$ cat src/rtl/serial_add_seq.sv
// serial_add_seq
//   Bit-serial adder sequencer. Adds two WIDTH-bit operands plus a carry-in
//   with one shared single-bit full adder, one bit per clock, LSB first.
//   A start/busy/done handshake sequences each operation.
//
// Parameters
//   WIDTH  operand/sum width in bits (1..32)
//
// Ports
//   clk    in   1      rising-edge clock
//   rst    in   1      synchronous active-high reset
//   start  in   1      request, sampled only while idle
//   a, b   in   WIDTH  operands, captured when start is accepted
//   cin    in   1      carry-in, captured when start is accepted
//   busy   out  1      high while bits are being processed
//   done   out  1      one-cycle pulse when sum/cout have just been updated
//   sum    out  WIDTH  last completed sum (held between operations)
//   cout   out  1      last completed carry-out (held between operations)

module serial_add_seq #(
  parameter int WIDTH = 8
) (
  input  logic             clk,
  input  logic             rst,
  input  logic             start,
  input  logic [WIDTH-1:0] a,
  input  logic [WIDTH-1:0] b,
  input  logic             cin,
  output logic             busy,
  output logic             done,
  output logic [WIDTH-1:0] sum,
  output logic             cout
);

  localparam int CNT_W = (WIDTH > 1) ? $clog2(WIDTH) : 1;
  localparam logic [CNT_W-1:0] LAST_BIT = CNT_W'(WIDTH - 1);

  typedef enum logic [1:0] {
    IDLE = 2'd0,
    RUN  = 2'd1,
    DONE = 2'd2
  } state_t;

  state_t           r_state;
  state_t           w_state_nxt;
  logic [WIDTH-1:0] r_a_sh;
  logic [WIDTH-1:0] r_b_sh;
  logic [WIDTH-1:0] r_psum;
  logic             r_carry;
  logic [CNT_W-1:0] r_cnt;
  logic [WIDTH-1:0] r_sum;
  logic             r_cout;

  logic [1:0]       w_fa;
  logic [WIDTH:0]   w_psum_ext;
  logic [WIDTH-1:0] w_psum_nxt;
  logic             w_last;

  // Single-bit full adder cell: returns {carry_out, sum_bit}.
  function automatic logic [1:0] fa(input logic x, input logic y, input logic ci);
    fa = {(x & y) | (x & ci) | (y & ci), x ^ y ^ ci};
  endfunction

  assign w_fa       = fa(r_a_sh[0], r_b_sh[0], r_carry);
  // New sum bit enters at the MSB; after WIDTH shifts bit 0 lands at index 0.
  // Building it through a WIDTH+1 vector keeps the slice legal for WIDTH=1.
  assign w_psum_ext = {w_fa[0], r_psum};
  assign w_psum_nxt = w_psum_ext[WIDTH:1];
  assign w_last     = (r_cnt == LAST_BIT);

  always_comb begin
    w_state_nxt = IDLE;
    unique case (r_state)
      IDLE:    w_state_nxt = start ? RUN : IDLE;
      RUN:     w_state_nxt = w_last ? DONE : RUN;
      DONE:    w_state_nxt = IDLE;
      default: w_state_nxt = IDLE;
    endcase
  end

  always_ff @(posedge clk) begin
    if (rst) r_state <= IDLE;
    else     r_state <= w_state_nxt;
  end

  // Operand shifters, carry, bit counter and result registers. The result
  // registers only move on the final bit edge, so they hold across later ops.
  always_ff @(posedge clk) begin
    if (rst) begin
      r_a_sh  <= '0;
      r_b_sh  <= '0;
      r_psum  <= '0;
      r_carry <= 1'b0;
      r_cnt   <= '0;
      r_sum   <= '0;
      r_cout  <= 1'b0;
    end else begin
      unique case (r_state)
        IDLE: begin
          if (start) begin
            r_a_sh  <= a;
            r_b_sh  <= b;
            r_psum  <= '0;
            r_carry <= cin;
            r_cnt   <= '0;
          end
        end
        RUN: begin
          r_a_sh  <= r_a_sh >> 1;
          r_b_sh  <= r_b_sh >> 1;
          r_psum  <= w_psum_nxt;
          r_carry <= w_fa[1];
          r_cnt   <= r_cnt + CNT_W'(1);
          if (w_last) begin
            r_sum  <= w_psum_nxt;
            r_cout <= w_fa[1];
          end
        end
        default: ;
      endcase
    end
  end

  assign busy = (r_state == RUN);
  assign done = (r_state == DONE);
  assign sum  = r_sum;
  assign cout = r_cout;

endmodule

$ cat config.mk
export PLATFORM = sky130hd
export DESIGN_NAME = serial_add_seq
export DESIGN_NICKNAME = d
export VERILOG_FILES = /design/src/rtl/serial_add_seq.sv
export SDC_FILE = /design/constraint.sdc
export NUM_CORES = 1
export LEC_CHECK = 0
export ABC_CLOCK_PERIOD_IN_PS = 1500
export CORE_UTILIZATION = 50
export CTS_CLUSTER_DIAMETER = 40
export DETAILED_ROUTE_END_ITERATION = 8
export GPL_ROUTABILITY_DRIVEN = 0
export PLACE_DENSITY = 0.78
export SYNTH_ARGS = -nofsm -noshare
export SYNTH_HDL_FRONTEND = slang
export SYNTH_SLANG_ARGS = --single-unit
$ cat constraint.sdc
create_clock -name clk -period 1.5 [get_ports clk]
set_input_delay 0.3 -clock clk [delete_from_list [all_inputs] [get_ports clk]]
set_output_delay 0.3 -clock clk [all_outputs]
set_load 0.03 [all_outputs]
==> flow_metrics.env, run 1 <==
export IMPL_crit_path_frequent_cell="buf_6"
export IMPL_layout_nets=215
export IMPL_pwr_share_seq_pct=54.7
export IMPL_clk_latency_ns=0.34
export IMPL_cts_root_buffer="clkbuf_4"
export IMPL_clockPowerShare_pct=32.3
export IMPL_drt_iter0_markers=32
export IMPL_timing_fmax_mhz=718.9
export IMPL_worstPathCellList="buf_6 -> nor2b_4 -> buf_6"
export IMPL_dieArea_sq_mm=0.003267
export IMPL_yosys_warnings=0
export IMPL_clkTransAtPathRegs_ns=0.10
export IMPL_htree_levels=2
export IMPL_yosysSeqAreaShare_pct=50.00
export IMPL_clockBufferDepth=2
export IMPL_antenna_left=0
export IMPL_synthSimpleGateAreaFrac_pct=14.06
export IMPL_die_width_um=57.16
export IMPL_yosysUniqueCellTypes=21
export IMPL_fin_tns_setup_ns=0
export IMPL_start_kind="flop"
export IMPL_synth_adder_area_share_pct=2.961
export IMPL_critPathBufInv=2
export IMPL_firstDrtPassIters=6
export IMPL_critPathMaxFanout=5
export IMPL_coreArea_sq_mm=0.002829
export IMPL_slew_headroom_pct=68.98
export IMPL_violations="DRC"
export IMPL_worst_pin_slew_ns=0.4650
export IMPL_synth_top_family_by_area="compound AO/OA/AOI/OAI gates"
export IMPL_synth_seq_cells=38
export IMPL_wirelength_um=2842
export IMPL_power_share_combinational_pct=13.0
export IMPL_synthMuxAreaShare_pct=9.868
export IMPL_syn_num_nets=181
export IMPL_power_switching_mw=0.4636
export IMPL_drcViolationCount=2
export IMPL_final_layout_size_suffix_gt1_share_pct=12.95
export IMPL_antenna_found_initial=0
export IMPL_setup_violations=0
export IMPL_grt_overflow=0
export IMPL_fin_ws_ns=0.1089
export IMPL_fin_crit_ns=1.391
export IMPL_antenna_cells=0
export IMPL_power_internal_mw=1.517
export IMPL_status="finished, violations left"
export IMPL_powerDensity_mw_per_mm2=1013
export IMPL_crit_path_top_delay_cell="dfxtp_2"
export IMPL_start_util_pct=53.78
export IMPL_switching_share_pct=23.41
export IMPL_grt_pass1_vias=1157
export IMPL_drt_wirelength_per_cell_um=12.69
export IMPL_synthCells=158
export IMPL_syn_area_sq_mm=0.001521
export IMPL_skew_ns=0.004669
export IMPL_fin_crit_sh_pct=92.74
export IMPL_cts_tree="built"
export IMPL_ioPinCount=31
export IMPL_crit_path_max_incr_delay_ns=0.34
export IMPL_vdd_ir_drop_max_mv=0.6771
export IMPL_synth_xor_area_share_pct=0
export IMPL_grt_max_degree=39
export IMPL_rows=19
export IMPL_synth_compound_area_share_pct=17.93
export IMPL_numClockSinks=38
export IMPL_vias=1223
export IMPL_hold_buffers=0
export IMPL_crit_arrival_ns=1.09
export IMPL_p_leak_nw=0.8114
export IMPL_port_buffer_count=30
export IMPL_pre_cts_ws_ns=-0.2506
export IMPL_area_growth_pct=28.54
export IMPL_worstSetupPathType="reg -> out"
export IMPL_grt_pass1_wl_um=4871
export IMPL_hp_class="reg -> reg"
export IMPL_cp_required_ns=1.20
export IMPL_vias_per_cell=5.460
export IMPL_endpoint_kind="primary output"
export IMPL_power_total_mw=1.980
export IMPL_cts_buffers=5
export IMPL_hold_viol_final=0
export IMPL_cp_top_family="flip-flops"
export IMPL_drv_cap=0
export IMPL_die_h_um=57.16
export IMPL_synth_area_per_cell_sq_um=9.629
export IMPL_grt_usage_pct=19.93
export IMPL_rsz0062_at_grt="false"
export IMPL_slew_violations=0
-- worst min-delay path: cells and delay by family (launching register included) --
kind / cells / cell delay (ns)
flops: 1 / 0.32
simple gates: 1 / 0.05
compound gates: 1 / 0.05
-- area by class of cell --
cell class              instances  area (sq um)
well taps                      31         38.79
flip-flops and latches         38         762.0
multi-input cells             108         694.4
clock buffers                   8         78.83
fillers                       228         873.3
repair buffers                 39         381.6
-- cell usage after synthesis --
cell type	n	share of area, %
and3b_1	1	0.58
buf_6	1	0.74
dfxtp_1	38	50
a21oi_1	9	3.0
nor3b_1	1	0.49
nor2_1	28	6.9
o21ba_2	1	0.66
ha_1	2	1.6
nand2_1	18	4.4
fa_1	1	1.3
a22oi_1	11	5.4
mux2i_1	15	9.9
nand3b_2	1	0.74
a211oi_1	17	8.4
clkbuf_1	4	0.99
buf_2	5	1.6
buf_12	1	1.3
buf_4	1	0.49
and2b_1	1	0.49
o21bai_1	1	0.49
nor2b_1	1	0.41
-- cell usage in the layout (no fill, tap or decap), drive strengths merged --
master,n
nand3b,1
fa,1
mux2i,15
nor2b,1
and2b,1
dlygate4sd2,9
o21bai,1
o21ba,1
buf,11
dfxtp,38
nor2,28
nand2,18
and3b,1
ha,2
a22oi,11
a21oi,9
nor3b,1
a211oi,17
clkbuf,8
clkdlybuf4s50,19
-- kinds of logic (layout without fill, tap and decap cells) --
kind of cell | after synthesis | count (layout)
AO/OA/AOI/OAI | 39 | 39
adder cells (fa/ha/maj) | 3 | 3
buffers and inverters | 12 | 47
flip-flops | 38 | 38
multiplexers | 15 | 15
AND/OR/NAND/NOR | 51 | 51
-- stage by stage --
step                      cells  cell area [sq um]  hold slack (ns)  util [%]
final                       224               1956           0.4576     69.13
after global routing        224               1956           0.4807     69.13
after CTS                   223               1937           0.4593     68.47
after detailed placement    214               1857           0.4505     65.63
after global placement      214               1857           0.4425     65.63
after floorplan             158               1521           0.4316         -
-- power by group through the flow --
stage	logic [mW]	registers, mW	clock network, mW
after floorplan	0.159	1.10	0
after detailed placement	0.245	1.11	0
after CTS	0.252	1.08	0.651
final	0.258	1.08	0.639
after global placement	0.238	1.10	0
after global routing	0.282	1.09	0.699
-- what timing repair did --
item	CTS	global route
buffers inserted	1	2
endpoints found under the setup margin	11	17
gates resized for setup	13	7
-- per-layer routing --
metal | global-route usage, % | share of wire (%) | up-vias
li1 | - | - | 629
met1 | 23.42 | 45 | 559
met2 | 32.10 | 48 | 26
met3 | 4.989 | 4.5 | 9
met4 | 13.59 | 2.6 | 0
met5 | 0 | 0 | -
-- flip-flops by register name, indices dropped and copies added, names as in the netlist --
name and flops:
r_a_sh 8, r_b_sh 8, r_state 2, r_psum 7, r_cnt 3, r_carry 1
sum 8, cout 1
-- final timing paths --
check                           startpoint  endpoint  slack [ns]  depth (start not counted)
worst min register to register      sum[2]    sum[2]        0.46                          2
worst max register to register  r_state[0]   r_carry        0.13                          5
worst max-delay path            r_state[0]      busy        0.11                          3
worst min-delay path                sum[2]    sum[2]        0.46                          2
Power figures use the tool's default switching activity.
==> run 2, diff against run 1 <==
- CAP_MARGIN: not set -> 10
- CTS_CLUSTER_SIZE: not set -> 40
- SETUP_SLACK_MARGIN: not set -> 0.5
==> flow_metrics.env, run 2 (synthesis gave the netlist of run 1 again) <==
export IMPL_status="finished, violations left"
export IMPL_violations="DRC"
export IMPL_wirelength_um=4038
export IMPL_fin_ws_ns=0.03559
export IMPL_setup_violations=0
export IMPL_antenna_left=0
export IMPL_htree_levels=2
export IMPL_crit_arrival_ns=1.16
export IMPL_hold_viol_final=0
export IMPL_slew_headroom_pct=80.76
export IMPL_skew_ns=0.01397
export IMPL_cts_tree="built"
export IMPL_p_leak_nw=0.9237
export IMPL_layout_nets=226
export IMPL_vias_per_cell=5.590
export IMPL_cts_root_buffer="clkbuf_4"
export IMPL_critPathMaxFanout=2
export IMPL_antenna_cells=0
export IMPL_fill_cells=155
export IMPL_cts_buffers=5
export IMPL_pre_cts_ws_ns=-0.3098
export IMPL_worstSetupPathType="reg -> out"
export IMPL_endpoint_kind="primary output"
export IMPL_port_buffer_count=30
export IMPL_hp_class="reg -> reg"
export IMPL_slew_violations=0
export IMPL_hold_ws_ns=0.4751
export IMPL_drcViolationCount=2
export IMPL_rows=19
export IMPL_place_area_sq_mm=0.001894
export IMPL_final_area_sq_mm=0.002328
export IMPL_power_internal_mw=1.653
export IMPL_grt_max_degree=39
export IMPL_vias=1308
export IMPL_clkTransAtPathRegs_ns=0.11
export IMPL_area_growth_pct=53.04
export IMPL_grt_usage_pct=24.04
export IMPL_dp_hpwl_um=1984
export IMPL_start_kind="flop"
export IMPL_numClockSinks=38
export IMPL_vdd_ir_drop_max_mv=0.7833
export IMPL_grt_overflow=0
export IMPL_final_cell_mix="26 x nor2_1, 22 x dfxtp_1, 19 x clkdlybuf4s50_1, 18 x nand2_1, 16 x dfxtp_2"
export IMPL_timing_fmax_mhz=682.9
export IMPL_power_share_combinational_pct=17.2
export IMPL_cp_required_ns=1.20
export IMPL_clk_latency_ns=0.36
export IMPL_pwr_share_seq_pct=49.7
export IMPL_worst_pin_slew_ns=0.2806
export IMPL_coreArea_sq_mm=0.002829
export IMPL_clockPowerShare_pct=33.0
export IMPL_antenna_found_initial=0
export IMPL_grt_pass1_wl_um=5934
export IMPL_drt_wirelength_per_cell_um=17.26
export IMPL_ioPinCount=31
export IMPL_dieArea_sq_mm=0.003267
export IMPL_fin_crit_sh_pct=97.63
export IMPL_firstDrtPassIters=6
export IMPL_grt_pass1_vias=1303
export IMPL_drt_iter0_markers=46
export IMPL_final_layout_size_suffix_gt1_share_pct=43.35
export IMPL_rsz0062_at_grt="true"
export IMPL_die_h_um=57.16
export IMPL_powerDensity_mw_per_mm2=943.8
export IMPL_power_switching_mw=0.5441
export IMPL_drv_cap=0
export IMPL_hold_buffers=0
export IMPL_clockBufferDepth=2
export IMPL_final_common_cell="nor2_1"
export IMPL_switching_share_pct=24.76
export IMPL_fin_crit_ns=1.464
export IMPL_r2r_setup_slack_ns=0.06
export IMPL_die_width_um=57.16
export IMPL_start_util_pct=53.78
-- run 2: cell count changes in the layout (fill, tap and decap cells not counted), moves of 3 or more --
cell	before	now
a22oi_2	0	8
a22oi_1	11	3
dfxtp_1	37	22
a211oi_2	0	11
mux2i_1	15	12
dfxtp_2	1	16
a211oi_1	17	6
buf_6	2	15
mux2i_2	0	3
dlygate4sd2_1	9	0
buf_4	6	11
-- run 2: area by class of cell --
cell class	instances	area (sq um)	area share, %
Timing Repair Buffer	50	559.3	24.02
Tap cell	31	38.79	1.666
Clock inverter	1	30.03	1.290
Sequential cell	38	780.7	33.53
Clock buffer	6	51.30	2.203
Multi-Input combinational cell	108	868.3	37.29
-- run 2: path summary, 6_finish.rpt --
path,endpoint,depth (start not counted),start
hold reg to reg,sum[4],2,sum[4]
setup / recovery,busy,4,r_state[0]
setup reg to reg,r_b_sh[6],5,r_state[0]
hold / removal,sum[4],2,sum[4]
-- run 2: critical path, cell delays in order, from the launching register on --
cell and delay, ns:
dfxtp_2 0.34, buf_6 0.11, nor2b_4 0.11, buf_6 0.11, buf_6 0.13
-- run 2: what timing repair did --
item                                    in CTS  in global routing
pin swaps                                    3                  4
setup buffers                                6                  5
gates resized for setup                    100                 22
gates cloned                                 1                  1
endpoints found under the setup margin      49                 49
-- run 2: power by group through the flow --
stage / clock (mW) / sequential [mW] / combinational, mW
global route: 0.766 / 1.10 / 0.405
CTS: 0.717 / 1.09 / 0.313
floorplan: 0 / 1.10 / 0.171
global placement: 0 / 1.11 / 0.239
finish: 0.726 / 1.09 / 0.379
detailed placement: 0 / 1.11 / 0.247
-- run 2: per-stage QoR --
step / setup TNS, ns / power (mW) / std cells / util [%]
after detailed placement: -3.570 / 1.357 / 214 / 66.96
after global routing: 0 / 2.269 / 234 / 82.31
after floorplan: 0 / 1.275 / 158 / -
after global placement: -2.461 / 1.346 / 214 / 66.96
final: 0 / 2.198 / 234 / 82.31
after CTS: 0 / 2.117 / 228 / 76.96
-- run 2: per-layer routing --
layer	wire (um)	global-route usage [%]
met1	1694	26.37
met2	2134	45.04
met3	173	7.483
met4	36	5.575
met5	0	0
==> run 3, diff against run 2 <==
- ABC_AREA: not set -> 1
- PLACE_DENSITY: 0.78 -> 0.77
==> flow_metrics.env, run 3 <==
export IMPL_antenna_found_initial=0
export IMPL_slew_headroom_pct=85.11
export IMPL_synth_edf_count=0
export IMPL_crit_arrival_ns=1.82
export IMPL_synth_top_cell_by_area="dfxtp_1"
export IMPL_clockBufferDepth=2
export IMPL_hp_class="reg -> reg"
export IMPL_synth_most_common_cell="nand2_1"
export IMPL_clkTransAtPathRegs_ns=0.12
export IMPL_skew_ns=0.009597
export IMPL_firstDrtPassIters=6
export IMPL_timing_fmax_mhz=658.9
export IMPL_synth_top_area_share_pct=44.25
export IMPL_rows=20
export IMPL_cts_buffers=5
export IMPL_final_cell_mix="84 x nand2_1, 34 x nor2_1, 26 x dfxtp_1, 25 x nand3_1, 21 x buf_6"
export IMPL_yosysSeqAreaShare_pct=44.25
export IMPL_synthTopCellsByCount="101 x nand2_1, 38 x dfxtp_1, 36 x nor2_1"
export IMPL_powerDensity_mw_per_mm2=868.8
export IMPL_hold_viol_final=0
export IMPL_vias=2029
export IMPL_rsz0062_at_grt="true"
export IMPL_dieArea_sq_mm=0.003677
export IMPL_synth_area_per_cell_sq_um=6.768
export IMPL_port_buffer_count=30
export IMPL_final_common_cell="nand2_1"
export IMPL_final_area_sq_mm=0.002750
export IMPL_hold_ws_ns=0.4753
export IMPL_hold_buffers=0
export IMPL_placedCellCount=327
export IMPL_worstSetupPathType="reg -> reg"
export IMPL_fin_ws_ns=-0.01777
export IMPL_grt_pass1_vias=1661
export IMPL_fin_cells=359
export IMPL_drv_cap=0
export IMPL_endpoint_kind="flop"
export IMPL_syn_num_nets=277
export IMPL_synth_ff_type="dfxtp_1"
export IMPL_grt_max_degree=26
export IMPL_drt_iter0_markers=255
export IMPL_critPathMaxFanout=5
export IMPL_clk_latency_ns=0.37
export IMPL_start_util_pct=54.52
export IMPL_yosys_warnings=0
export IMPL_synthArstFlopShare_pct=0
export IMPL_cts_root_buffer="clkbuf_4"
export IMPL_synth_seq_cells=38
export IMPL_utilization_pct=87.22
export IMPL_drcViolationCount=0
export IMPL_htree_levels=2
export IMPL_dp_hpwl_um=2377
export IMPL_register_area_sq_um=778.2
export IMPL_power_total_mw=2.389
export IMPL_fin_crit_ns=1.518
export IMPL_start_kind="flop"
export IMPL_fill_cells=152
export IMPL_fin_tns_setup_ns=-0.01777
export IMPL_coreArea_sq_mm=0.003153
export IMPL_pre_cts_ws_ns=0.05290
export IMPL_worst_pin_slew_ns=0.2230
export IMPL_grt_overflow=0
export IMPL_place_area_sq_mm=0.002125
export IMPL_slew_violations=0
export IMPL_fin_crit_sh_pct=101.2
export IMPL_setup_violations=1
export IMPL_cp_required_ns=1.80
export IMPL_yosysUniqueCellTypes=18
export IMPL_vias_per_cell=5.652
export IMPL_synthCells=254
export IMPL_status="finished, violations left"
export IMPL_drt_wirelength_per_cell_um=18.68
export IMPL_final_layout_size_suffix_gt1_share_pct=33.33
export IMPL_synth_area_leaders="dfxtp_1 44%, nand2_1 22%, nor2_1 7.9%"
export IMPL_cts_tree="built"
export IMPL_grt_usage_pct=30.67
export IMPL_grt_pass1_wl_um=7990
export IMPL_wirelength_um=6705
export IMPL_violations="setup timing"
export IMPL_numClockSinks=38
export IMPL_multi_input_area_sq_um=968.4
export IMPL_syn_area_sq_mm=0.001719
export IMPL_die_width_um=60.64
export IMPL_antenna_left=0
export IMPL_die_h_um=60.64
export IMPL_layout_nets=337
export IMPL_antenna_cells=0
export IMPL_p_leak_nw=1.302
export IMPL_ioPinCount=31
export IMPL_vdd_ir_drop_max_mv=0.7547
export IMPL_area_growth_pct=59.97
run 3: routing by layer:
layer / GRT usage, % / vias up / routed length, um
met5: 0 / - / 0
met4: 15.58 / 0 / 355
met3: 8.955 / 46 / 623
met2: 48.35 / 149 / 3206
met1: 38.23 / 934 / 2518
li1: - / 900 / -
run 3: logic make-up after synthesis:
| logic type | synth area share, % |
|---|---|
| simple gates | 38.57 |
| buf+inv | 9.825 |
| fa+ha+maj | 2.620 |
| compound gates | 4.731 |
| flops | 44.25 |
run 3: repair_timing:
item	CTS	global route
endpoints found under the hold margin	0	0
endpoints found under the setup margin	49	49
pin swaps	8	19
buffers inserted	9	7
gates resized for setup	103	40
cloned	6	2
run 3: worst max-delay path, stage by stage, from the launching register on:
cell and delay, ns:
dfxtp_4 0.38, buf_6 0.12, buf_6 0.11, o21ai_4 0.22, buf_6 0.13, buf_6 0.11, clkbuf_16 0.15, nand2_1 0.07
a21oi_1 0.14
run 3: worst paths after layout:
check	startpoint	to	slack, ns	cells past startpoint
setup / recovery	r_state[0]	r_cnt[1]	-0.02	8
hold / removal	r_psum[4]	sum[3]	0.48	2
setup reg to reg	r_state[0]	r_cnt[1]	-0.02	8
hold reg to reg	r_psum[4]	sum[3]	0.48	2
run 3: layout make-up:
type	instances	area share, %
Multi-Input combinational cell	183	35.21
Sequential cell	38	28.30
Clock buffer	5	1.365
Clock inverter	3	1.456
Inverter	21	2.866
Tap cell	44	2.002
Timing Repair Buffer	65	28.80
run 3: power breakdown:
part           internal [mW]  switching [mW]  total (mW)  leakage [nW]
combinational          0.276           0.291       0.567         0.941
clock                  0.345           0.380       0.725        0.0450
sequential              1.06          0.0389        1.10         0.317
total                   1.68           0.710        2.39          1.30
